File: src/rtl/instr_fetch_unit.sv
// Fetch stage: owns the PC, reads a combinational instruction memory and queues {pc, instr} toward decode.
// Optional macro FETCH_PERF_CNT_EN adds fetch and stall performance counters.
module instr_fetch_unit #(
  parameter logic [31:0] RESET_PC   = 32'h0000_0000,
  parameter int          FIFO_DEPTH = 4
) (
  input  logic        clk_i,
  input  logic        rst_ni,
  input  logic        halt_i,
  input  logic        redirect_i,
  input  logic [31:0] redirect_pc_i,
  output logic [31:0] imem_adr_o,
  input  logic [31:0] imem_rdata_i,
  output logic        instr_valid_o,
  input  logic        instr_ready_i,
  output logic [31:0] instr_o,
  output logic [31:0] instr_pc_o
`ifdef FETCH_PERF_CNT_EN
  ,
  output logic [31:0] perf_fetch_cnt_o,
  output logic [31:0] perf_stall_cnt_o
`endif
);

  localparam int PTR_W = $clog2(FIFO_DEPTH);
  localparam int CNT_W = PTR_W + 1;
  localparam logic [CNT_W-1:0] FULL_CNT = CNT_W'(FIFO_DEPTH);

  logic [31:0]      pc_q;
  logic [PTR_W-1:0] rd_ptr;
  logic [PTR_W-1:0] wr_ptr;
  logic [CNT_W-1:0] count;
  logic [31:0]      buf_instr [FIFO_DEPTH];
  logic [31:0]      buf_pc    [FIFO_DEPTH];

  logic pop;
  logic push_ok;
  logic push;
  logic not_empty;

  assign not_empty     = (count != '0);
  assign instr_valid_o = not_empty;
  assign pop           = instr_valid_o & instr_ready_i;
  assign push_ok       = (count != FULL_CNT) | pop;
  assign push          = ~redirect_i & ~halt_i & push_ok;

  assign imem_adr_o = pc_q;
  assign instr_o    = not_empty ? buf_instr[rd_ptr] : 32'h0;
  assign instr_pc_o = not_empty ? buf_pc[rd_ptr]    : 32'h0;

  always_ff @(posedge clk_i) begin
    if (!rst_ni) begin
      pc_q   <= RESET_PC;
      rd_ptr <= '0;
      wr_ptr <= '0;
      count  <= '0;
    end else if (redirect_i) begin
      // Flush beats any same-cycle pop and overrides halt.
      pc_q   <= {redirect_pc_i[31:2], 2'b00};
      rd_ptr <= '0;
      wr_ptr <= '0;
      count  <= '0;
    end else begin
      if (push) begin
        pc_q   <= pc_q + 32'd4;
        wr_ptr <= wr_ptr + 1'b1;
      end
      if (pop) begin
        rd_ptr <= rd_ptr + 1'b1;
      end
      case ({push, pop})
        2'b10:   count <= count + 1'b1;
        2'b01:   count <= count - 1'b1;
        default: count <= count;
      endcase
    end
  end

  // Storage needs no reset: entries are only visible while count covers them.
  always_ff @(posedge clk_i) begin
    if (rst_ni && push) begin
      buf_instr[wr_ptr] <= imem_rdata_i;
      buf_pc[wr_ptr]    <= pc_q;
    end
  end

`ifdef FETCH_PERF_CNT_EN
  always_ff @(posedge clk_i) begin
    if (!rst_ni) begin
      perf_fetch_cnt_o <= '0;
      perf_stall_cnt_o <= '0;
    end else begin
      if (push) begin
        perf_fetch_cnt_o <= perf_fetch_cnt_o + 32'd1;
      end
      if (~halt_i & ~redirect_i & ~push_ok) begin
        perf_stall_cnt_o <= perf_stall_cnt_o + 32'd1;
      end
    end
  end
`endif

endmodule

File: config.mk
export PLATFORM = sky130hd
export DESIGN_NAME = instr_fetch_unit
export DESIGN_NICKNAME = d
export VERILOG_FILES = /design/src/rtl/instr_fetch_unit.sv
export SDC_FILE = /design/constraint.sdc
export NUM_CORES = 1
export LEC_CHECK = 0
export BUFFER_PORTS_ARGS = -buffer_cell sky130_fd_sc_hd__buf_2
export CAP_MARGIN = 15
export CORE_MARGIN = 2
export CORE_UTILIZATION = 60
export CTS_BUF_LIST = sky130_fd_sc_hd__clkbuf_8
export CTS_CLUSTER_DIAMETER = 40
export DETAILED_ROUTE_END_ITERATION = 8
export MAX_ROUTING_LAYER = met4
export PLACE_DENSITY = 0.83
export SYNTH_ARGS = -nofsm -noshare
export SYNTH_HDL_FRONTEND = slang
export SYNTH_SLANG_ARGS = --single-unit
File: constraint.sdc
create_clock -name clk_i -period 7 [get_ports clk_i]
set_input_delay 1.05 -clock clk_i [delete_from_list [all_inputs] [get_ports clk_i]]
set_output_delay 1.05 -clock clk_i [all_outputs]
set_load 0.1 [all_outputs]
==> results of run 1 <==
registers in the layout (all words and copies together) (netlist names), named ones only:
name / count
imem_adr_o: 30
buf_pc: 120
buf_instr: 128
rd_ptr: 2
wr_ptr: 2
count: 3
critical path: stages, from the launching register on:
cell and delay (ps):
dfxtp_4 680, buf_4 700, mux4_2 600, and2_1 190, buf_2 300
kinds of logic after synthesis:
kind of cell	Yosys count	share of synthesized area, %
other cells	1	0.0322
mux	64	12.2
fa+ha+maj	6	0.709
buf+inv	48	1.97
flops	287	70.7
xor+xnor	14	1.05
simple gates	186	9.41
compound gates	70	3.98
area by class of cell:
class,count,area [um^2],area share (%)
Clock buffer,52,716,5.31
Tap cell,260,325,2.42
Sequential cell,287,8240,61.2
Antenna cell,1,2.50,0.0186
Clock inverter,28,138,1.02
Multi-Input combinational cell,344,3220,23.9
Inverter,7,26.3,0.195
Timing Repair Buffer,160,803,5.97
per-stage QoR:
| stage | hold WS [ps] | cells | power (mW) | util [%] |
|---|---|---|---|---|
| after CTS | 506 | 1138 | 3.73 | 71.3 |
| after global routing | 542 | 1139 | 3.82 | 71.3 |
| after detailed placement | 498 | 1058 | 2.43 | 66.7 |
| after global placement | 488 | 1058 | 2.42 | 66.7 |
| final | 501 | 1139 | 3.70 | 71.3 |
| after floorplan | 469 | 679 | 2.33 | - |
where the power goes:
| group | switching [mW] | internal, mW | leakage (nW) |
|---|---|---|---|
| clock | 0.604 | 0.710 | 0.509 |
| combinational | 0.375 | 0.0895 | 1.65 |
| sequential | 0.0387 | 1.89 | 2.58 |
cell usage after synthesis (7+ instances only):
| master | count |
|---|---|
| clkbuf_1 | 25 |
| nand3_1 | 15 |
| xor2_1 | 11 |
| edfxtp_1 | 248 |
| mux4_2 | 62 |
| a31oi_1 | 8 |
| nand2_1 | 26 |
| buf_2 | 9 |
| nand4_1 | 19 |
| dfxtp_1 | 39 |
| and2_1 | 65 |
| inv_1 | 7 |
| and3_1 | 10 |
| a21oi_1 | 19 |
| nor2_1 | 23 |
final timing paths:
kind | from | endpoint | cells past startpoint
worst min register to register | wr_ptr[1] | wr_ptr[1] | 2
worst max-delay path | flop | instr_pc_o[17] | 4
worst min-delay path | wr_ptr[1] | wr_ptr[1] | 2
worst max register to register | imem_adr_o[2] | imem_adr_o[26] | 6
routing by layer:
layer  part of all wire, %  wire [um]  vias to the layer above
met5                     0          0                        -
met4                   1.4        333                        0
met3                   7.9       1880                       41
met2                    49      11700                      286
met1                    41       9820                     3434
li1                      -          -                     3022
==> impl_metrics.json, run 1 <==
{
  "yosys-top-cells-area": "edfxtp_1, mux4_2, dfxtp_1, and2_1, nand4_1",
  "gr-total-overflow": 0,
  "pre_cts_ws_ps": 3390,
  "grt_max_degree": 65,
  "cts.clk_slew.worst_paths_ps": 60,
  "totalWireLength_um": 23800,
  "yosysSeqAreaShare_pct": 70.7,
  "p_per_area_mw_per_mm2": 275,
  "ys.flop_type": "edfxtp_1",
  "syn_to_final_growth_pct": 15.6,
  "hold_buffers": 0,
  "tns_ps": 0,
  "grt_most_used_layer": "met2",
  "final_common_cell": "edfxtp_1",
  "die_y_um": 143,
  "grt_usage_pct": 24.6,
  "rsz0062_at_grt": "no",
  "cts_made_buffers": 45,
  "start_util_pct": 61.6,
  "antenna_found_initial": 1,
  "drt_pass1_iterations": 5,
  "n_fill_cell": 1281,
  "setup_viol": 0,
  "crit_type": "flop to primary output",
  "clock-sinks": 287,
  "synth_top_area_share_pct": 64.0,
  "insertion_delay_ps": 540,
  "worstPathMaxFanout": 38,
  "placed_area_mm2": 0.0126,
  "tightest_slew_ps": 1080,
  "grt_pass1_vias": 7130,
  "fin_worst_skew_ps": 20.7,
  "cts_tree": "built",
  "final_cell_area_mm2": 0.0135,
  "outcome": "complete, no violations",
  "setup_ws_ps": 2930,
  "core_mm2": 0.0189,
  "period_minus_slack_ps": 4070,
  "met2_usage_pct": 39.9,
  "met3_usage_pct": 5.80,
  "die_w_um": 143,
  "ys_ff_latch": 287,
  "yosys.area.top_type": "edfxtp_1",
  "drv_cap": 0,
  "ys_async_sr_fraction_pct": 0,
  "start_kind": "flop",
  "detail-route-antenna-nets": 0,
  "fin_nets": 920,
  "drive_gt1_share_pct": 34.1,
  "cts-root-buf": "clkbuf_8",
  "maxSlewViolCount": 0,
  "yosys_warnings": 0,
  "gp_congestion": 0.904,
  "netlist_area_mm2": 0.0116,
  "post-route-period-util_pct": 58.1,
  "worst_setup_path_end_kind": "primary output",
  "viasPerCell": 5.96,
  "remaining_drc_errors": 0,
  "die_area_mm2": 0.0205,
  "routedWlPerCell_um": 20.9,
  "grt_pass1_wl_um": 37500,
  "arrival_ps": 3020,
  "synthCells": 676,
  "post_synth.cell_area_avg_um2": 17.2,
  "maxSlewHeadroom_pct": 27.9,
  "p_leak_nw": 4.74,
  "rows": 50,
  "synth_cell_type_count": 59,
  "use_met1_pct": 32.1,
  "required_ps": 5950,
  "cts_resized": 0,
  "num_vias": 6783,
  "synth-edff-count": 248,
  "hpwl_um": 14300,
  "maxClockFrequency_mhz": 246,
  "clockBufferDepth": 3,
  "first_iter_violations": 638,
  "layout_common_cells": "edfxtp_1, buf_2, and2_1",
  "worstHoldPathType": "flop to flop",
  "port_buffers": 159,
  "postCtsSetupBuffers": 0,
  "ctsHtreeMaxLevel": 2,
  "irDropWorstVdd_mv": 0.196,
  "reg2reg_slack_ps": 4330,
  "ios": 166,
  "hold_viol_final": 0
}
Note: power is estimated with default switching activity, not from simulation.
==> run 2, diff against run 1 <==
Settings changed: CORE_UTILIZATION 60 to 53, PLACE_DENSITY 0.83 to 0.78.
Clock period 7 ns to 3.5 ns, I/O delays scaled along.
==> run 2 against run 1 <==
Against the previous run:
- first-iteration DRC count fell by 5.5%
- cell count up 3.0%
- wire length increased by 0.58%
- clock power increased by 95%
- clock skew is 6.7 ps higher
- sequential share of layout area fell by 0.71 points
- via count rose by 0.15%
- non-clock buffer count up 16
- count of clock-buffer cells in the layout shrank 4
- critical path depth down 1
- critical path type unchanged
- critical endpoint is now instr_pc_o[28]
- highest routed layer unchanged
==> impl_metrics.json, run 2 (same netlist as run 1, synthesis figures left out) <==
{
  "worstPathCellList": "or3_2 -> and2_1 -> buf_2",
  "p_leak_nw": 4.78,
  "insertion_delay_ps": 540,
  "largest-register": "buf_instr",
  "largest_reg_flops": 128,
  "fin_worst_skew_ps": 27.4,
  "period_minus_slack_ps": 3050,
  "intPower_mw": 5.30,
  "viasPerCell": 5.79,
  "clockBufferDepth": 3,
  "maxSlewHeadroom_pct": 32.7,
  "p_per_area_mw_per_mm2": 539,
  "core_mm2": 0.0217,
  "routedWlPerCell_um": 20.4,
  "drt_pass1_iterations": 7,
  "port_buffers": 159,
  "cts_resized": 0,
  "final_cell_area_mm2": 0.0136,
  "critPathBufInv": 1,
  "start_util_pct": 53.7,
  "cts.clk_slew.worst_paths_ps": 60,
  "placed_area_mm2": 0.0128,
  "n_fill_cell": 1610,
  "maxSlewViolCount": 0,
  "pwr-share-clk_pct": 34.9,
  "post-route-period-util_pct": 87.2,
  "postCtsSetupBuffers": 0,
  "first_iter_violations": 603,
  "cts-root-buf": "clkbuf_8",
  "crit_type": "flop to primary output",
  "slowest_delay_ps": 830,
  "grt_pass1_wl_um": 38000,
  "setup_viol": 0,
  "irDropWorstVdd_mv": 0.417,
  "final_common_cell": "edfxtp_1",
  "ctsHtreeMaxLevel": 2,
  "rsz0062_at_grt": "no",
  "grt_pass1_vias": 6845,
  "required_ps": 2970,
  "arrival_ps": 2530,
  "detail-route-antenna-nets": 0,
  "num_vias": 6793,
  "start_kind": "flop",
  "tightest_slew_ps": 1010,
  "cts_made_buffers": 46,
  "antenna_found_initial": 1,
  "worst_setup_path_end_kind": "primary output",
  "cts_tree": "built",
  "hpwl_um": 15000,
  "hold_buffers": 0,
  "drv_cap": 0,
  "clock-sinks": 287,
  "ios": 166,
  "crit_slowest_cell": "or3_2",
  "drive_gt1_share_pct": 35.3,
  "die_area_mm2": 0.0232,
  "rows": 54,
  "totalWireLength_um": 23900,
  "gr-total-overflow": 0,
  "gp_congestion": 0.904,
  "net-switching-power_mw": 2.05,
  "worstPathMaxFanout": 64,
  "seqPwrFrac_pct": 52.4,
  "switching_share_pct": 27.9,
  "maxClockFrequency_mhz": 328,
  "fin_nets": 937,
  "grt_usage_pct": 21.4,
  "layout_common_cells": "edfxtp_1, buf_2, and2_1",
  "die_w_um": 152,
  "p_comb_share_pct": 12.7,
  "die_y_um": 152,
  "remaining_drc_errors": 0,
  "syn_to_final_growth_pct": 17.0,
  "worstHoldPathType": "input pin to flop",
  "path_delay_family": "simple AND/OR/NAND/NOR gates",
  "outcome": "complete, no violations",
  "hold_viol_final": 0,
  "tns_ps": 0,
  "grt_max_degree": 65
}
[run 2: cell types whose count changed in the layout (fill, tap and decap cells not counted), sizes merged]
cell | before | now
clkinvlp | 1 | 2
clkinv | 6 | 16
inv | 27 | 18
buf | 160 | 176
clkbuf | 52 | 48
[run 2: power by group through the flow]
stage	clock network, mW	registers, mW	logic (mW)
2_1_floorplan	0	4.05	0.610
3_3_place_gp	0	3.92	0.928
3_5_place_dp	0	3.92	0.936
4_1_cts	2.63	3.85	0.938
5_1_grt	2.78	3.86	0.973
6_report	2.56	3.85	0.933
[run 2: worst register-to-register path, delay by kind of cell, from the launching register on]
family	cells	cell delay (ps)
AND/OR/NAND/NOR	4	1370
AO/OA/AOI/OAI	1	160
flip-flops	1	500
adder cells (fa/ha/maj)	1	230
[run 2: final timing paths]
kind	from	end	slack (ps)	cells after the start
setup / recovery	count[1]	instr_pc_o[28]	450	3
hold / removal	imem_rdata_i[25]	buf_instr[2][25]	200	1
setup reg to reg	imem_adr_o[2]	imem_adr_o[26]	1180	6
hold reg to reg	wr_ptr[1]	wr_ptr[1]	500	2
[run 2: metal layers]
metal  share of wire (%)  routed length (um)  global-route usage [%]  vias up
met5                   0                   0                       -        -
met4                 1.5                 354                    4.98        0
met3                 7.6                1810                    4.44       35
met2                  48               11600                    33.2      286
met1                  43               10200                    29.8     3424
li1                    -                   -                       -     3048
[run 2: area by class of cell]
| type | instances | area (um^2) | area share [%] |
|---|---|---|---|
| Inverter | 7 | 26.3 | 0.193 |
| Tap cell | 280 | 350 | 2.57 |
| Clock buffer | 48 | 661 | 4.85 |
| Clock inverter | 30 | 156 | 1.15 |
| Timing Repair Buffer | 176 | 973 | 7.14 |
| Sequential cell | 287 | 8240 | 60.4 |
| Antenna cell | 1 | 2.50 | 0.0184 |
| Multi-Input combinational cell | 344 | 3220 | 23.6 |
[run 2: per-stage QoR]
stage / utilization [%] / worst slack (ps) / instances / hold WS, ps / power (mW)
2_1_floorplan: - / 201 / 679 / 469 / 4.66
3_3_place_gp: 59.0 / 998 / 1094 / 488 / 4.84
3_5_place_dp: 59.0 / 979 / 1094 / 497 / 4.86
4_1_cts: 62.8 / 367 / 1172 / 164 / 7.42
5_1_grt: 62.8 / 242 / 1173 / 170 / 7.61
6_report: 62.8 / 449 / 1173 / 202 / 7.35
